### config.mk
export PLATFORM = sky130hd
export DESIGN_NAME = mp_cache_tag_ctrl
export DESIGN_NICKNAME = d
export VERILOG_FILES = /design/src/rtl/mp_cache_tag_pkg.sv /design/src/rtl/mp_cache_tag_sweep.sv /design/src/rtl/mp_cache_tag_ctrl.sv
export SDC_FILE = /design/constraint.sdc
export NUM_CORES = 1
export LEC_CHECK = 0
export ABC_AREA = 0
export CORE_MARGIN = 1.5
export CORE_UTILIZATION = 39
export DETAILED_ROUTE_END_ITERATION = 8
export GPL_ROUTABILITY_DRIVEN = 0
export PLACE_DENSITY = 0.95
export SYNTH_ARGS = -nofsm -noshare
export SYNTH_HDL_FRONTEND = slang
export SYNTH_SLANG_ARGS = --single-unit
### constraint.sdc
create_clock -name clk -period 4.25 [get_ports clk]
set_clock_uncertainty 0.2 [all_clocks]
set_input_delay 1.275 -clock clk [delete_from_list [all_inputs] [get_ports clk]]
set_output_delay 1.275 -clock clk [all_outputs]
set_load 0.05 [all_outputs]
### src/rtl/mp_cache_tag_pkg.sv
// Shared constants and types for the cache tag SRAM controller.
package mp_cache_tag_pkg;

    localparam int unsigned SET_BITS   = 5;
    localparam int unsigned TAG_WIDTH  = 21;
    localparam int unsigned WORD_WIDTH = 23;

    // Layout of one tag SRAM word, MSB first.
    typedef struct packed {
        logic                 valid;
        logic                 dirty;
        logic [TAG_WIDTH-1:0] tag;
    } tag_word_t;

    // Fixed state encodings so older code that compares raw values keeps working.
    localparam logic [1:0] ST_RST   = 2'd0;
    localparam logic [1:0] ST_SWEEP = 2'd1;
    localparam logic [1:0] ST_IDLE  = 2'd2;

    typedef enum logic [1:0] {
        RST   = ST_RST,
        SWEEP = ST_SWEEP,
        IDLE  = ST_IDLE
    } ctrl_state_t;

endpackage

### src/rtl/mp_cache_tag_sweep.sv
// Set counter that walks every SRAM set once; shared by init clear and flush.
module mp_cache_tag_sweep
    import mp_cache_tag_pkg::*;
(
    input  logic                clk,
    input  logic                rst_n,
    input  logic                start_i,
    input  logic                en_i,
    output logic [SET_BITS-1:0] cnt_o,
    output logic                last_o,
    output logic                done_o
);

    logic [SET_BITS-1:0] cnt_q, cnt_d;
    logic                done_q, done_d;

    // Advance one set per enabled cycle and wrap to 0 after the final set.
    always_comb begin
        cnt_d  = cnt_q;
        done_d = 1'b0;
        if (start_i) begin
            cnt_d = '0;
        end else if (en_i) begin
            cnt_d  = last_o ? '0 : cnt_q + SET_BITS'(1);
            done_d = last_o;
        end
    end

    // Counter state; done is a one-cycle pulse the cycle after the last set is issued.
    always_ff @(posedge clk or negedge rst_n) begin
        if (!rst_n) begin
            cnt_q  <= '0;
            done_q <= 1'b0;
        end else begin
            cnt_q  <= cnt_d;
            done_q <= done_d;
        end
    end

    assign cnt_o  = cnt_q;
    assign last_o = &cnt_q;
    assign done_o = done_q;

endmodule

### src/rtl/mp_cache_tag_ctrl.sv
// Tag SRAM sequencer: clears the SRAM after reset, then arbitrates its single
// RW port between flush sweeps, tag updates and lookups.
module mp_cache_tag_ctrl
    import mp_cache_tag_pkg::*;
(
    input  logic                  clk,
    input  logic                  rst_n,
    output logic                  init_done,
    input  logic                  lk_valid,
    output logic                  lk_ready,
    input  logic [SET_BITS-1:0]   lk_set,
    input  logic [TAG_WIDTH-1:0]  lk_tag,
    output logic                  rsp_valid,
    output logic                  rsp_hit,
    output logic                  rsp_dirty,
    output logic [TAG_WIDTH-1:0]  rsp_tag,
    input  logic                  upd_valid,
    output logic                  upd_ready,
    input  logic [SET_BITS-1:0]   upd_set,
    input  logic [WORD_WIDTH-1:0] upd_word,
    input  logic                  flush_req,
    output logic                  flush_done,
    output logic                  sram_csb,
    output logic                  sram_web,
    output logic [SET_BITS-1:0]   sram_addr,
    output logic [WORD_WIDTH-1:0] sram_din,
    input  logic [WORD_WIDTH-1:0] sram_dout
);

    ctrl_state_t          state_q, state_d;
    logic                 is_flush_q, is_flush_d;
    logic                 init_done_q, init_done_d;
    logic                 pend_q, pend_d;
    logic [TAG_WIDTH-1:0] tag_q, tag_d;

    logic                 sweep_start;
    logic                 sweep_en;
    logic                 sweep_last;
    logic                 sweep_done;
    logic [SET_BITS-1:0]  sweep_cnt;
    tag_word_t            rd_word;

    mp_cache_tag_sweep u_sweep (
        .clk     (clk),
        .rst_n   (rst_n),
        .start_i (sweep_start),
        .en_i    (sweep_en),
        .cnt_o   (sweep_cnt),
        .last_o  (sweep_last),
        .done_o  (sweep_done)
    );

    // Next-state and SRAM port arbitration: flush > update > lookup.
    always_comb begin
        state_d     = state_q;
        is_flush_d  = is_flush_q;
        init_done_d = init_done_q;
        pend_d      = 1'b0;
        tag_d       = tag_q;
        sweep_start = 1'b0;
        sweep_en    = 1'b0;
        lk_ready    = 1'b0;
        upd_ready   = 1'b0;
        sram_csb    = 1'b1;
        sram_web    = 1'b1;
        sram_addr   = '0;
        sram_din    = '0;
        case (state_q)
            RST: begin
                state_d     = SWEEP;
                is_flush_d  = 1'b0;
                sweep_start = 1'b1;
            end
            SWEEP: begin
                sram_csb  = 1'b0;
                sram_web  = 1'b0;
                sram_addr = sweep_cnt;
                sweep_en  = 1'b1;
                if (sweep_last) begin
                    state_d = IDLE;
                    if (!is_flush_q) begin
                        init_done_d = 1'b1;
                    end
                end
            end
            IDLE: begin
                upd_ready = !flush_req;
                lk_ready  = !flush_req && !upd_valid;
                if (flush_req) begin
                    state_d     = SWEEP;
                    is_flush_d  = 1'b1;
                    sweep_start = 1'b1;
                end else if (upd_valid) begin
                    sram_csb  = 1'b0;
                    sram_web  = 1'b0;
                    sram_addr = upd_set;
                    sram_din  = upd_word;
                end else if (lk_valid) begin
                    sram_csb  = 1'b0;
                    sram_addr = lk_set;
                    tag_d     = lk_tag;
                    pend_d    = 1'b1;
                end
            end
            default: begin
                state_d = RST;
            end
        endcase
    end

    // Controller state; reset discards any pending lookup response.
    always_ff @(posedge clk or negedge rst_n) begin
        if (!rst_n) begin
            state_q     <= RST;
            is_flush_q  <= 1'b0;
            init_done_q <= 1'b0;
            pend_q      <= 1'b0;
            tag_q       <= '0;
        end else begin
            state_q     <= state_d;
            is_flush_q  <= is_flush_d;
            init_done_q <= init_done_d;
            pend_q      <= pend_d;
            tag_q       <= tag_d;
        end
    end

    assign rd_word = tag_word_t'(sram_dout);

    // Lookup result decode; all fields forced to 0 outside the response cycle.
    always_comb begin
        rsp_valid = pend_q;
        rsp_hit   = pend_q & rd_word.valid & (rd_word.tag == tag_q);
        rsp_dirty = pend_q & rd_word.valid & rd_word.dirty;
        rsp_tag   = pend_q ? rd_word.tag : '0;
    end

    assign init_done  = init_done_q;
    assign flush_done = sweep_done & is_flush_q;

endmodule

Word-level counts from Yosys, hierarchy flattened
Index checks and enable logic that the tools add are counted.
- add/subtract/negate cells: 1
- bitwise operators: 7
- reduce and logical (&&, ||, !) cells: 11
- eq/ne operators: 5
- multiplexer cells: 34
- operator list (operator ; count):
    23-bit 2-to-1 mux ; 3
    5-bit 2-to-1 mux ; 6
    21-bit equality test ; 1
    21-bit 2-to-1 mux ; 1
    1-bit 2-to-1 mux ; 16
    5-bit one-hot mux with 2 select lines ; 1
    1-bit one-hot mux with 2 select lines ; 4
    7-bit AND reduction ; 1
    2-bit one-hot mux with 3 select lines ; 1
    5-bit by 1-bit adder with 5-bit output (second input constant) ; 1
    5-bit AND reduction ; 1
    1-bit bitwise AND ; 4
    2-bit 2-to-1 mux ; 2
    2-bit AND reduction ; 2
    4-bit AND reduction ; 1
    2-bit nonzero test ; 2
    1-bit NOT ; 3
    2-bit by 1-bit equality test with 1-bit output (second input constant) ; 1
    2-bit equality test (second input constant) ; 1
    1-bit zero test ; 2
    2-bit zero test ; 1
    2-bit by 1-bit inequality test with 1-bit output (second input constant) ; 1
    2-bit inequality test (second input constant) ; 1
    1-bit logical AND ; 1
- word-level logic and storage cells: 65
- input port bits: 82
- flip-flop bits (word level): 32
- output and inout port bits: 58

Depth between registers and ports, before layout
Gate-level depths: netlist of run 1.
- word-level depth: 4
- gate-level depth with buffers: 8
- mapped depth without buffers: 7

Modules after synthesis
A second synthesis of run 1 with hierarchy kept.
- cell total of the unflattened synthesis: 199
- area total of the unflattened synthesis: 2049.5 sq um
- by module, submodules not included (module ; sequential area each (sq um) ; times used ; area an instance (sq um) ; cells an instance):
    mp_cache_tag_ctrl ; 650.6 ; 1 ; 1742.9 ; 171
    mp_cache_tag_sweep ; 150.1 ; 1 ; 306.5 ; 28

Worst setup path after synthesis of run 1
No wires, ideal clock.
- path type: input -> output
- from: input sram_dout[19]
- to: output rsp_hit
- data required time: 2.775 ns
- path slack: -0.117 ns
- buffers on the path: 0
- data arrival time: 2.892 ns
- stages: 4
- cells stage by stage: xor2_1 > nor4_1 > nand4_1 > nor3_1
- word-level cells in the longest chain between the ends: 2
- ends and longest elaborated chain (what ; line ; text):
    from (decl) ; mp_cache_tag_ctrl.sv:27 ; input logic [WORD_WIDTH-1:0] sram_dout
    21-bit equality test ; mp_cache_tag_ctrl.sv:133 ; rsp_hit = pend_q & rd_word.valid & (rd_word.tag == tag_q);
    1-bit bitwise AND ; mp_cache_tag_ctrl.sv:133 ;
    to (decl) ; mp_cache_tag_ctrl.sv:14 ; output logic rsp_hit,
Every way passes these cells.

Worst setup path after layout of run 1
- from: input sram_dout[2]
- to: output rsp_hit
Same word-level chain as after synthesis.

==> impl_metrics.py, run 1 <==
metrics = {
    "drt": {
        "wl_met1_um": 2600,
        "wl_met3_um": 940,
        "viasPerCell": 5.21,
        "wl_per_cell_um": 18.0,
        "routed-wl-met2_um": 3840,
        "drt-pass1-iter-count": 4,
        "ant_nets": 0,
        "maxUsedRoutingLayer": "met4",
        "wl_um": 7480,
        "route.detailed.drc": 0,
        "vias": 2167,
        "drt-initial-drc-count": 98,
    },
    "placement": {
        "dp_hpwl_um": 6160,
        "placed_cell_area_mm2": 0.00409,
        "port_buffers": 139,
    },
    "yosys": {
        "ys_warn_count": 0,
        "synth-simple-area-share_pct": 25.5,
        "netlist_area_mm2": 0.00205,
        "synthCells": 202,
        "syn_avg_cell_area_um2": 10.2,
        "syn-num-nets": 291,
        "synth_xor_area_share_pct": 8.96,
        "synth_edf_count": 0,
        "synth_mux_area_share_pct": 12.6,
        "seq_area_frac_synth_pct": 39.0,
        "yosys_register_bits": 32,
        "synth_top_family_by_area": "simple AND/OR/NAND/NOR gates",
        "synthFlopType": "dfrtp_1",
        "synth_cell_types": 31,
        "synthArstFlopShare_pct": 100,
        "synth_fa_ha_area_share_pct": 4.27,
        "synth_compound_area_share_pct": 6.04,
    },
    "clock_network": {
        "cts_hold_buf": 0,
        "htree_levels": 2,
        "clkTransAtPathRegs_ns": 0.07,
        "clk_latency_ns": 0.28,
        "clock_path_buffers": 2,
        "cts_sinks": 32,
        "numCtsBuffers": 5,
        "postCtsSetupRepairBufs": 0,
        "root_buffer": "clkbuf_8",
        "cts_tree": "built",
    },
    "worst_setup_path": {
        "startpoint": "sram_dout[2]",
        "crit_arrival_ns": 2.75,
        "reg2reg_setup_slack_ns": 1.81,
        "crit_path_start_kind": "input pin",
        "cp-end-kind": "output port",
        "path_max_fanout": 2,
        "critPathKind": "input pin to output port",
        "r2r-end": "tag_q[2]$_DFFE_PN0P_",
        "reg2reg_depth": 6,
        "r2r_start": "state_q[0]$_DFFE_PN0P_",
        "path_cells": "clkdlybuf4s15_1 -> xor2_1 -> nor4_2 -> buf_4 -> nand4_1 -> nor3_4 -> buf_12",
        "required_ns": 2.77,
        "slowest_stage": "nor4_2",
        "cp_slowest_stage_delay_ns": 0.34,
    },
    "sta": {
        "finalHoldViolations": 0,
        "setup_violations": 0,
        "period_share_pct": 99.4,
        "fin_crit_ns": 4.22,
        "timing.fmax_mhz": 237,
        "relSlewSlack_pct": 61.6,
        "finalMaxSlewViolations": 0,
        "worstMarginPinSlew_ns": 0.576,
        "grt_setup_unrepaired": "no",
    },
    "final_layout": {
        "nets": 434,
        "synthToLayoutAreaGrowth_pct": 107,
        "drive_gt1_share_pct": 30.1,
        "diodes": 0,
        "final_area_mm2": 0.00426,
        "fillers": 247,
    },
    "global_routing": {
        "grt_usage_pct": 26.0,
        "grt_max_degree": 33,
        "overflow": 0,
        "grt_pass1_wl_um": 10900,
        "antenna_found_initial": 0,
        "grt_pass1_vias": 2283,
    },
    "floorplanning": {
        "coreArea_mm2": 0.00507,
        "die_x_um": 75.5,
        "die_h_um": 75.5,
        "fp-row-count": 26,
        "io_pins": 140,
        "initial_utilization_pct": 40.4,
        "die_area_mm2": 0.00571,
    },
    "hold_path": {
        "hold_depth": 1,
        "min_to": "init_done$_DFFE_PN0P_",
        "hold_path.class": "flip-flop to flip-flop",
        "hold_start": "init_done$_DFFE_PN0P_",
    },
    "pwr": {
        "p_leak_nw": 1.97,
        "ir_worst_vdd_mv": 0.398,
        "p_per_area_mw_per_mm2": 367,
        "p_total_mw": 1.56,
    },
    "flow_run": {
        "maxCapViolCount": 0,
    },
    "run_status": {
        "status": "finished clean",
    },
}
metrics by stage:
step | setup WS, ns | instances | util [%] | hold WS [ns] | setup TNS (ns)
finish | 0.0276 | 416 | 83.9 | 0.281 | 0
floorplan | 0.00425 | 202 | - | 0.280 | 0
detailed placement | -0.309 | 408 | 80.6 | 0.266 | -0.913
global route | 0.00696 | 416 | 83.9 | 0.293 | 0
global placement | -0.309 | 408 | 80.6 | 0.264 | -0.309
CTS | -0.0146 | 416 | 83.6 | 0.287 | -0.0146
report_power, final:
part / switching [mW] / internal (mW) / total (mW)
combinational: 0.391 / 0.392 / 0.783
clock: 0.108 / 0.207 / 0.315
sequential: 0.0734 / 0.390 / 0.464
total: 0.573 / 0.989 / 1.56
worst max path at each step:
stage	endpoint	depth (start not counted)	slack, ns
detailed placement	rsp_hit	7	-0.31
global placement	rsp_hit	6	-0.31
global route	sram_addr[4]	5	0.007
floorplan	sram_din[14]	4	0.004
CTS	rsp_hit	6	-0.01
finish	rsp_hit	7	0.03
Yosys cell counts, types with 2 or more instances:
library cell | number | share of area [%]
clkbuf_1 | 9 | 1.6
and3_1 | 25 | 7.6
nand3_1 | 4 | 0.98
buf_6 | 2 | 1.1
xnor2_1 | 5 | 2.1
a222oi_1 | 5 | 2.4
nand2_1 | 3 | 0.55
and2_1 | 22 | 6.7
nor2_1 | 8 | 1.5
ha_1 | 7 | 4.3
nand2b_1 | 3 | 0.91
a21oi_1 | 3 | 0.73
nor3_1 | 2 | 0.49
inv_1 | 5 | 0.91
mux2_2 | 22 | 12
nor4_1 | 4 | 1.2
nand3b_1 | 2 | 0.73
xor2_1 | 16 | 6.8
o21ai_0 | 5 | 1.2
nor2b_1 | 7 | 2.1
nand4_1 | 2 | 0.61
dfrtp_1 | 32 | 39
area by class of cell:
cell class | count | area (µm²) | area share, %
clock inverter | 1 | 30.0 | 0.705
clock buffer | 7 | 96.3 | 2.26
timing repair buffer | 147 | 2000 | 46.9
inverter | 5 | 18.8 | 0.441
sequential | 32 | 801 | 18.8
multi-input combinational | 154 | 1230 | 28.8
tap | 70 | 87.6 | 2.06
repair_timing:
action                     CTS  global route
resized for setup           20            13
setup endpoints to repair    6             1
pin swaps                    9            11
layer usage:
metal / vias to the layer above / global-route usage (%)
met5: - / 0
met4: 0 / 9.13
met1: 1027 / 26.4
met3: 12 / 10.8
met2: 136 / 47.8
li1: 992 / -
critical path, delay by kind of cell:
kind | cells | cell delay [ns]
buffers and inverters | 3 | 0.54
and+or+nand+nor | 3 | 0.75
xor gates and xnor gates | 1 | 0.17
layout by cell type, fill, tap and decap left out, types with 2 or more instances in the layout:
cell type / n
a21oi_1: 3
a222oi_1: 5
and2_1: 22
and3_1: 25
buf_12: 55
buf_4: 8
clkbuf_2: 2
clkbuf_8: 7
clkdlybuf4s15_1: 3
clkdlybuf4s50_1: 68
dfrtp_1: 32
dlygate4sd2_1: 6
dlymetal6s2s_1: 5
ha_1: 7
inv_1: 5
mux2_2: 22
nand2_1: 3
nand2b_1: 3
nand3_1: 4
nand3b_1: 2
nand4_1: 2
nor2_1: 8
nor2b_1: 7
nor4_2: 4
o21ai_0: 5
xnor2_1: 5
xor2_1: 15
registers in the layout, indices dropped and copies added (netlist names):
signal,flops
tag_q,21
rsp_valid,1
u_sweep.cnt_o,5
init_done,1
is_flush_q,1
state_q,2
u_sweep.done_o,1
cell families (layout without fill, tap and decap cells):
| logic type | count (synthesis) | in the layout |
|---|---|---|
| AOI/OAI and AO/OA | 17 | 17 |
| xor gates and xnor gates | 21 | 21 |
| adders and majority gates | 7 | 7 |
| buffers and inverters | 16 | 160 |
| DFF | 32 | 32 |
| muxes | 23 | 23 |
| and+or+nand+nor | 86 | 86 |
Power figures use the tool's default switching activity.
==> run 2: changes to the inputs <==
- RECOVER_POWER: unset -> 50
==> run 2 against run 1 <==
  * The flow now finishes with violations (capacitance limit, slew limit)
  * Maximum frequency is essentially flat
  * Global-route usage is the same
  * Hold slack better by 0.0041 ns
  * Die area is the same
  * Non-clock buffer count unchanged
  * Routed wire length rose by 0.49%
==> impl_metrics.py, run 2 (synthesis results as in run 1) <==
metrics = {
    "run_status": {
        "status": "finished with violations",
        "violations": "capacitance limit, slew limit",
    },
    "worst_setup_path": {
        "critPathKind": "input pin to output port",
        "crit_path_start_kind": "input pin",
        "crit_arrival_ns": 2.75,
        "cp-end-kind": "output port",
        "required_ns": 2.77,
        "cp_slowest_stage_delay_ns": 0.34,
        "path_max_fanout": 2,
        "path_cells": "clkdlybuf4s15_1 -> xor2_1 -> nor4_2 -> buf_4 -> nand4_1 -> nor3_4 -> buf_12",
        "slowest_stage": "nor4_2",
    },
    "final_layout": {
        "layout.cells.non_filler": 416,
        "final_cell_mix": "clkdlybuf4s50_1 (67), buf_12 (55), dfrtp_1 (32)",
        "final_common_cell": "clkdlybuf4s50_1",
        "largest_register_ffs": 21,
        "synthToLayoutAreaGrowth_pct": 107,
        "nets": 434,
        "final_area_mm2": 0.00425,
        "drive_gt1_share_pct": 29.2,
        "diodes": 0,
        "largest-register": "tag_q",
    },
    "sta": {
        "finalHoldViolations": 0,
        "setup_violations": 0,
        "fin_crit_ns": 4.22,
        "worstMarginPinSlew_ns": 1.67,
        "fin_hold_ws_ns": 0.285,
        "relSlewSlack_pct": -11.1,
        "finalMaxSlewViolations": 33,
        "timing.fmax_mhz": 237,
        "period_share_pct": 99.4,
        "grt_setup_unrepaired": "no",
    },
    "global_routing": {
        "grt_pass1_vias": 2283,
        "grt_pass1_wl_um": 10900,
        "antenna_found_initial": 0,
        "overflow": 0,
        "grt_max_degree": 33,
        "grt_usage_pct": 26.0,
    },
    "pwr": {
        "ir_worst_vdd_mv": 0.397,
        "p_per_area_mw_per_mm2": 368,
        "p_leak_nw": 1.96,
    },
    "flow_run": {
        "maxCapViolCount": 1,
    },
    "clock_network": {
        "root_buffer": "clkbuf_8",
        "clock_path_buffers": 2,
        "cts_hold_buf": 0,
        "cts_tree": "built",
        "numCtsBuffers": 5,
        "clkTransAtPathRegs_ns": 0.07,
        "htree_levels": 2,
        "cts_sinks": 32,
        "clk_latency_ns": 0.28,
    },
    "drt": {
        "vias": 2174,
        "routed-wl-met2_um": 3870,
        "wl_um": 7510,
        "ant_nets": 0,
        "route.detailed.drc": 0,
        "wl_met1_um": 2600,
        "drt-initial-drc-count": 89,
        "wl_per_cell_um": 18.1,
        "wl_met3_um": 940,
        "maxUsedRoutingLayer": "met4",
        "drt-pass1-iter-count": 4,
        "viasPerCell": 5.23,
    },
    "floorplanning": {
        "initial_utilization_pct": 40.4,
        "io_pins": 140,
        "fp-row-count": 26,
        "die_h_um": 75.5,
        "die_x_um": 75.5,
        "die_area_mm2": 0.00571,
        "coreArea_mm2": 0.00507,
    },
    "placement": {
        "port_buffers": 139,
        "dp.cells": 408,
        "dp_hpwl_um": 6160,
        "placed_cell_area_mm2": 0.00409,
    },
    "hold_path": {
        "hold_path.class": "flip-flop to flip-flop",
    },
}
-- run 2: cell types whose count changed in the layout (fill, tap and decap cells not counted), sizes merged --
cell / before / now
dlygate4sd3: 0 / 1
buf: 63 / 60
clkdlybuf4s50: 68 / 67
clkbuf: 9 / 12
-- run 2: report_power, final --
group	internal [mW]	switching, mW
sequential	0.390	0.0731
combinational	0.391	0.392
clock	0.207	0.109
-- run 2: metrics by stage --
stage	TNS [ns]	total power [mW]	utilization (%)	setup slack, ns
finish	0	1.56	83.7	0.0250
detailed placement	-0.913	1.24	80.6	-0.309
global route	0	1.65	83.7	0.0107
global placement	-0.309	1.19	80.6	-0.309
floorplan	0	0.876	-	0.00425
CTS	-0.0146	1.57	83.6	-0.0146
-- run 2: final cells by class --
type / count / area (µm²)
fill: 250 / 828
multi-input combinational: 154 / 1230
sequential: 32 / 801
clock inverter: 1 / 30.0
tap: 70 / 87.6
timing repair buffer: 147 / 1990
inverter: 5 / 18.8
clock buffer: 7 / 96.3
-- run 2: repair_timing --
| item | in CTS | in global routing |
|---|---|---|
| gates resized for setup | 20 | 13 |
| setup endpoints to repair | 6 | 1 |
| pin swaps | 9 | 11 |
| endpoints found under the hold margin | 0 | 0 |
| buffers inserted | 0 | 0 |
-- run 2: worst max-delay path: cells and delay by family --
family	cells	cell delay, ns
AND/OR/NAND/NOR	3	0.75
XOR/XNOR	1	0.17
buffers and inverters	3	0.55
-- run 2: path summary, 6_finish.rpt --
kind / cells past startpoint / slack (ns) / from / to
max: 7 / 0.03 / sram_dout[2] / rsp_hit
min: 1 / 0.29 / init_done$_DFFE_PN0P_ / init_done$_DFFE_PN0P_
max reg2reg: 6 / 1.18 / state_q[0]$_DFFE_PN0P_ / tag_q[2]$_DFFE_PN0P_
min reg2reg: 1 / 0.29 / init_done$_DFFE_PN0P_ / init_done$_DFFE_PN0P_
max in group asynchronous: 2 / 1.12 / rst_n / rsp_valid$_DFF_PN0_
min in group asynchronous: 2 / 1.76 / rst_n / tag_q[20]$_DFFE_PN0P_
-- run 2: routing by layer --
metal | track usage (%) | vias to the layer above
met4 | 9.13 | 0
li1 | - | 994
met5 | 0 | -
met1 | 26.4 | 1028
met2 | 47.8 | 140
met3 | 10.8 | 12
==> run 3: changes to the inputs <==
- CTS_CLUSTER_SIZE: unset -> 25
==> results of run 3 <==
Final layout, timing and power as in run 2 (identical DEF).
